$ cat src/rtl/jt12_opsched_pkg.sv
// Shared constants and types for the FM operator slot scheduler.
// Stage codes follow the slot order, so slot/6 maps directly onto them.
package jt12_opsched_pkg;

  typedef enum logic [1:0] {
    STG_S1 = 2'd0,
    STG_S3 = 2'd1,
    STG_S2 = 2'd2,
    STG_S4 = 2'd3
  } stage_e;

  localparam int SLOT_COUNT = 24;
  localparam int CH_COUNT   = 6;

  typedef struct packed {
    logic       s1;
    logic       s2;
    logic       s3;
    logic       s4;
    logic [2:0] cur_ch;
    logic [2:0] cur_alg;
    logic       prevprev1;
    logic       prev2;
    logic       internal_x;
    logic       internal_y;
    logic       prev1;
    logic       zero;
  } out_t;

  function automatic stage_e slot_stage(input logic [4:0] slot);
    if (slot < 5'(CH_COUNT))          return STG_S1;
    else if (slot < 5'(2 * CH_COUNT)) return STG_S3;
    else if (slot < 5'(3 * CH_COUNT)) return STG_S2;
    else                              return STG_S4;
  endfunction

  function automatic logic [2:0] slot_chan(input logic [4:0] slot);
    logic [4:0] base;
    if (slot < 5'(CH_COUNT))          base = 5'd0;
    else if (slot < 5'(2 * CH_COUNT)) base = 5'(CH_COUNT);
    else if (slot < 5'(3 * CH_COUNT)) base = 5'(2 * CH_COUNT);
    else                              base = 5'(3 * CH_COUNT);
    return 3'(slot - base);
  endfunction

endpackage

$ cat src/rtl/jt12_opsched_if.sv
// Algorithm register write bus shared by the scheduler and its alg storage.
interface jt12_opsched_if;
  logic       alg_we;
  logic [2:0] alg_ch;
  logic [2:0] alg_din;

  modport master (output alg_we, alg_ch, alg_din);
  modport slave  (input  alg_we, alg_ch, alg_din);
endinterface

$ cat src/rtl/jt12_opsched_algrf.sv
// Pending/active algorithm storage; active is refreshed on each S1 issue so
// a channel keeps one algorithm across all four operators of a sample.
module jt12_opsched_algrf
  import jt12_opsched_pkg::*;
(
  input  logic                 clk,
  input  logic                 rst,
  input  logic                 issue,
  input  logic                 is_s1,
  input  logic [2:0]           slot_ch,
  jt12_opsched_if.slave        alg_wr,
  output logic [2:0]           alg_sel
);

  logic [CH_COUNT-1:0][2:0] pending_q, pending_d;
  logic [CH_COUNT-1:0][2:0] active_q, active_d;
  logic                     wr_valid;

  // Reading pending_d on S1 gives the same-cycle write bypass for free.
  always_comb begin
    pending_d = pending_q;
    active_d  = active_q;
    wr_valid  = alg_wr.alg_we && (alg_wr.alg_ch < 3'(CH_COUNT));
    if (wr_valid) pending_d[alg_wr.alg_ch] = alg_wr.alg_din;
    alg_sel = is_s1 ? pending_d[slot_ch] : active_q[slot_ch];
    if (issue && is_s1) active_d[slot_ch] = pending_d[slot_ch];
  end

  always_ff @(posedge clk) begin
    if (rst) begin
      pending_q <= '0;
      active_q  <= '0;
    end else begin
      pending_q <= pending_d;
      active_q  <= active_d;
    end
  end

endmodule

$ cat src/rtl/jt12_opsched.sv
// Operator slot scheduler: 24-slot counter, per-slot stage/channel decode and
// modulator-source selects, registered one cycle after the counter value.
module jt12_opsched
  import jt12_opsched_pkg::*;
(
  input  logic          clk,
  input  logic          rst,
  input  logic          clk_en,
  jt12_opsched_if.slave alg_wr,
  output logic          s1_enters,
  output logic          s2_enters,
  output logic          s3_enters,
  output logic          s4_enters,
  output logic [2:0]    cur_ch,
  output logic [2:0]    cur_alg,
  output logic          use_prevprev1,
  output logic          use_prev2,
  output logic          use_internal_x,
  output logic          use_internal_y,
  output logic          use_prev1,
  output logic          zero
);

  logic [4:0] slot_q, slot_d;
  out_t       out_q, out_d;
  stage_e     stage;
  logic [2:0] slot_ch;
  logic [2:0] alg_sel;

  function automatic out_t slot_decode(input stage_e stg, input logic [2:0] ch,
                                       input logic [2:0] a, input logic first);
    out_t o;
    logic s1, s2, s3, s4;
    s1 = (stg == STG_S1);
    s2 = (stg == STG_S2);
    s3 = (stg == STG_S3);
    s4 = (stg == STG_S4);
    o.s1         = s1;
    o.s2         = s2;
    o.s3         = s3;
    o.s4         = s4;
    o.cur_ch     = ch;
    o.cur_alg    = a;
    o.prevprev1  = s1 | (s3 & (a == 3'd5));
    o.prev2      = (s3 & (a <= 3'd2)) | (s4 & (a == 3'd3));
    o.internal_x = s4 & (a == 3'd2);
    o.internal_y = s4 & (a inside {3'd0, 3'd1, 3'd3, 3'd4});
    o.prev1      = s1 | (s3 & (a == 3'd1))
                 | (s2 & (a inside {3'd0, 3'd3, 3'd4, 3'd5, 3'd6}))
                 | (s4 & (a inside {3'd2, 3'd5}));
    o.zero       = first;
    return o;
  endfunction

  jt12_opsched_algrf u_algrf (
    .clk     (clk),
    .rst     (rst),
    .issue   (clk_en),
    .is_s1   (stage == STG_S1),
    .slot_ch (slot_ch),
    .alg_wr  (alg_wr),
    .alg_sel (alg_sel)
  );

  always_comb begin
    stage   = slot_stage(slot_q);
    slot_ch = slot_chan(slot_q);
    slot_d  = slot_q;
    out_d   = out_q;
    if (clk_en) begin
      slot_d = (slot_q == 5'(SLOT_COUNT - 1)) ? 5'd0 : slot_q + 5'd1;
      out_d  = slot_decode(stage, slot_ch, alg_sel, slot_q == 5'd0);
    end
  end

  always_ff @(posedge clk) begin
    if (rst) begin
      slot_q <= '0;
      out_q  <= '0;
    end else begin
      slot_q <= slot_d;
      out_q  <= out_d;
    end
  end

  assign s1_enters      = out_q.s1;
  assign s2_enters      = out_q.s2;
  assign s3_enters      = out_q.s3;
  assign s4_enters      = out_q.s4;
  assign cur_ch         = out_q.cur_ch;
  assign cur_alg        = out_q.cur_alg;
  assign use_prevprev1  = out_q.prevprev1;
  assign use_prev2      = out_q.prev2;
  assign use_internal_x = out_q.internal_x;
  assign use_internal_y = out_q.internal_y;
  assign use_prev1      = out_q.prev1;
  assign zero           = out_q.zero;

endmodule

$ cat src/flat_wrapper.sv
// flat-port wrapper written by rule: the top's interface ports become plain ports
module jt12_opsched_flat import jt12_opsched_pkg::*;
  (clk, rst, clk_en, s1_enters, s2_enters, s3_enters, s4_enters, cur_ch, cur_alg, use_prevprev1, use_prev2, use_internal_x, use_internal_y, use_prev1, zero, alg_wr_alg_we, alg_wr_alg_ch, alg_wr_alg_din);
  jt12_opsched_if alg_wr_i ();
  input  logic clk;
  input  logic rst;
  input  logic clk_en;
  output logic s1_enters;
  output logic s2_enters;
  output logic s3_enters;
  output logic s4_enters;
  output logic [2:0] cur_ch;
  output logic [2:0] cur_alg;
  output logic use_prevprev1;
  output logic use_prev2;
  output logic use_internal_x;
  output logic use_internal_y;
  output logic use_prev1;
  output logic zero;
  input wire logic [$bits(alg_wr_i.alg_we)-1:0] alg_wr_alg_we;
  input wire logic [$bits(alg_wr_i.alg_ch)-1:0] alg_wr_alg_ch;
  input wire logic [$bits(alg_wr_i.alg_din)-1:0] alg_wr_alg_din;
  assign alg_wr_i.alg_we = alg_wr_alg_we;
  assign alg_wr_i.alg_ch = alg_wr_alg_ch;
  assign alg_wr_i.alg_din = alg_wr_alg_din;
  jt12_opsched u_core (.clk(clk), .rst(rst), .clk_en(clk_en), .alg_wr(alg_wr_i), .s1_enters(s1_enters), .s2_enters(s2_enters), .s3_enters(s3_enters), .s4_enters(s4_enters), .cur_ch(cur_ch), .cur_alg(cur_alg), .use_prevprev1(use_prevprev1), .use_prev2(use_prev2), .use_internal_x(use_internal_x), .use_internal_y(use_internal_y), .use_prev1(use_prev1), .zero(zero));
endmodule
$ cat config.mk
export PLATFORM = sky130hd
export DESIGN_NAME = jt12_opsched_flat
export DESIGN_NICKNAME = d
export VERILOG_FILES = /design/src/rtl/jt12_opsched_pkg.sv /design/src/rtl/jt12_opsched_if.sv /design/src/rtl/jt12_opsched_algrf.sv /design/src/rtl/jt12_opsched.sv /design/src/flat_wrapper.sv
export SDC_FILE = /design/constraint.sdc
export NUM_CORES = 1
export LEC_CHECK = 0
export CAP_MARGIN = 30
export CORE_MARGIN = 3
export CORE_UTILIZATION = 41
export DETAILED_ROUTE_END_ITERATION = 10
export GPL_TIMING_DRIVEN = 1
export SLEW_MARGIN = 20
export SYNTH_ARGS = -nofsm -noshare
export SYNTH_HDL_FRONTEND = slang
export SYNTH_SLANG_ARGS = --single-unit
$ cat constraint.sdc
create_clock -name clk -period 5.2 [get_ports clk]
set_input_delay 1.04 -clock clk [delete_from_list [all_inputs] [get_ports clk]]
set_output_delay 1.04 -clock clk [all_outputs]
set_load 0.03 [all_outputs]
==> run_results.csv <==
group,metric,value,unit
synth,async_flop_share,0,%
timing,slew_headroom,39.5,%
pwr,leakage,1.28,nW
synth,synth_warnings,0,
finish,area_growth_syn_to_layout,17.6,%
placed_design,place_ws,0.736,ns
critical_path,path_delay_family,"simple AND/OR/NAND/NOR gates",
timing,setup_slack,0.715,ns
drt,wl,7600,um
grt,grt_pass1_wl,12500,um
timing,setup_tns,0,ns
drt,routedWlPerCell,16.0,um
timing,skew,0.00871,ns
synth,yosysUniqueCellTypes,61,
clock_tree,cts_made_buffers,9,
synth,synth_area_per_cell,8.52,um^2
run_status,status,"complete, no violations",
timing,setup_violations,0,
floorplan,core,7020,um^2
timing,slew_viol_final,0,
grt,grt_pass1_vias,2481,
critical_path,crit_required,5.46,ns
flow_run,cap_violations,0,
critical_path,endpoint_kind,"flip-flop",
placed_design,dp.cells,456,
floorplan,initial_utilization,43.6,%
grt,grt_overflow_total,0,
finish,final_cell_mix,"dfxtp_1, nor2_1, nand2_1",
placed_design,place_congestion,0.875,
clock_tree,clkSinkCount,57,
synth,synth_cells,359,
timing,tightestPinTransition,0.899,ns
floorplan,num_io_pins,26,
floorplan,die_w,92.4,um
critical_path,r2r_slack,0.72,ns
synth,synth_ff_type,"dfxtp_1",
placed_design,port_buffers,25,
critical_path,critPathLaunch,"u_core.slot_q[2]$_SDFFE_PP0P_",
critical_path,path_buf_inv,1,
finish,nets,388,
drt,first_pass_iters,4,
critical_path,startpoint_type,"flip-flop",
finish,instances_no_fill,475,
worst_hold_path,hp-class,"reg -> reg",
timing,hold_viol,0,
clock_tree,post_cts_buffers,0,
critical_path,worst-path-max-fanout,14,
synth,ys_seq_area_share,37.3,%
synth,synth_edf_count,0,
timing,fmax,223,MHz
timing,rsz0062_at_grt,"no",
critical_path,path_cells,"nor3_1 -> nor2b_1 -> or2_2 -> ha_1 -> nor4bb_1 -> a21oi_1 -> nand3_1 -> mux4_2 -> a21oi_2 -> buf_4 -> a21o_1 -> a21oi_1 -> or3_1 -> a311oi_2",
grt,grt_max_degree,34,
synth,synth-seq-cells,57,
finish,drive_gt1_share,12.7,%
finish,antennaDiodeCount,0,
critical_path,rr_worst_depth,14,
drt,vias,2658,
critical_path,timing.rr.end,"u_core.use_prev1$_SDFFE_PP0P_",
clock_tree,clk_latency,0.34,ns
critical_path,slowest_delay,0.58,ns
critical_path,crit_slowest_cell,"dfxtp_1",
critical_path,cpMostUsedCell,"a21oi_1",
finish,fillers,690,
grt,antenna_found_initial,0,
clock_tree,cts.repair.resized,0,
drt,drt_iter0_drc,159,
clock_tree,cts_buffer_depth,2,
floorplan,std_cell_rows,30,
timing,layout_min_cycle_time,4.48,ns
clock_tree,h-tree-depth,3,
pwr,vdd_drop_max,210,uV
drt,avgViaCountPerCell,5.60,
grt,grtUsageTotal,18.7,%
critical_path,arrival,4.74,ns
clock_tree,root_buffer,"clkbuf_8",
synth,netlist_area,3060,um^2
clock_tree,cts_hold_buf,0,
clock_tree,clk_pin_slew,0.07,ns
pwr,powerDensity,291,nW/um^2
placed_design,hpwl,5300,um
critical_path,critPathKind,"reg -> reg",
synth,synth_fp_nets,372,
finish,final_common_cell,"dfxtp_1",
clock_tree,tritoncts,"built",
drt,postRouteAntennaNets,0,
critical_path,r2r-start,"u_core.slot_q[2]$_SDFFE_PP0P_",
floorplan,die_h,92.4,um
floorplan,die_area,8530,um^2
worst_hold_path,hold-path-cell-count,2,
worst_hold_path,hold_path_end,"u_core.u_algrf.pending_q[15]$_SDFF_PP0_",
worst_hold_path,hp-start,"u_core.u_algrf.pending_q[15]$_SDFF_PP0_",
timing,fin_crit_sh,86.2,%
drt,drc,0,
==> routing by layer <==
metal | up-vias | routed length [um] | global-route usage [%]
met5 | - | 0 | 0
met4 | 0 | 138 | 7.80
met3 | 12 | 246 | 4.14
met2 | 48 | 3580 | 27.6
met1 | 1252 | 3630 | 26.2
li1 | 1346 | - | -
==> report_power, final <==
group          switching, mW  total, mW  internal, mW
Sequential            0.0102      0.462         0.451
Combinational         0.0858      0.142        0.0566
Clock                  0.172      0.443         0.270
==> Yosys cell counts, types with 3 or more instances <==
library cell / instances / share of area, %
o21ai_0: 8 / 1.3
nand2_1: 35 / 4.3
nor3_1: 6 / 0.98
nand3_1: 13 / 2.1
a31oi_1: 6 / 1.2
a211oi_1: 23 / 5.6
nand4_1: 4 / 0.82
o31ai_1: 4 / 0.98
mux2i_1: 17 / 5.6
inv_1: 5 / 0.61
ha_1: 3 / 1.2
clkbuf_1: 13 / 1.6
and2_1: 3 / 0.61
nor4_1: 9 / 1.8
mux2_2: 7 / 2.6
buf_1: 6 / 0.74
nor2_1: 51 / 6.3
buf_2: 6 / 0.98
dfxtp_1: 57 / 37
a21oi_1: 23 / 3.8
nor2b_1: 9 / 1.8
==> worst max-delay path by stage <==
stage,end,depth (start not counted)
final,u_core.use_prev1$_SDFFE_PP0P_,14
after global routing,u_core.use_prev1$_SDFFE_PP0P_,14
after CTS,u_core.use_prev1$_SDFFE_PP0P_,14
after detailed placement,u_core.use_prev1$_SDFFE_PP0P_,14
after global placement,u_core.use_prev1$_SDFFE_PP0P_,14
after floorplan,u_core.use_prev1$_SDFFE_PP0P_,15
==> state kept, by name, indices dropped and copies added, names as in the netlist, 3 cells and up <==
signal and cells:
u_core.slot_q 5, u_core.cur_ch 3, u_core.cur_alg 3, u_core.u_algrf.pending_q 18
u_core.u_algrf.active_q 18
==> kinds of logic (layout without fill, tap and decap cells) <==
family / Yosys count / count (layout) / synth area share [%]
DFF: 57 / 57 / 37.3
AOI/OAI and AO/OA: 87 / 87 / 21.6
adders and majority gates: 3 / 3 / 1.23
and+or+nand+nor: 150 / 150 / 24.5
buffers and inverters: 32 / 52 / 4.46
xor gates and xnor gates: 3 / 3 / 0.859
muxes: 27 / 27 / 10.1
==> tightest hold or removal path, stage by stage (launching register included) <==
cell and delay (ns):
dfxtp_1 0.31, nand2_1 0.05, a21oi_1 0.05
==> layout make-up <==
type / instances / area (um^2) / share of cell area, %
tap: 96 / 120 / 3.34
timing repair buffer: 32 / 320 / 8.91
inverter: 5 / 18.8 / 0.522
clock buffer: 13 / 179 / 4.98
multi-input combinational: 270 / 1780 / 49.5
clock inverter: 2 / 35.0 / 0.975
sequential: 57 / 1140 / 31.7
==> metrics by stage <==
step | area, um^2 | total power [mW] | util, % | hold slack, ns
3_3_place_gp | 3320 | 0.607 | 47.3 | 0.448
2_1_floorplan | 3060 | 0.566 | - | 0.436
4_1_cts | 3560 | 1.06 | 50.7 | 0.460
3_5_place_dp | 3350 | 0.610 | 47.7 | 0.450
6_report | 3590 | 1.05 | 51.2 | 0.462
5_1_grt | 3590 | 1.09 | 51.2 | 0.499
Note: power is estimated with default switching activity, not from simulation.
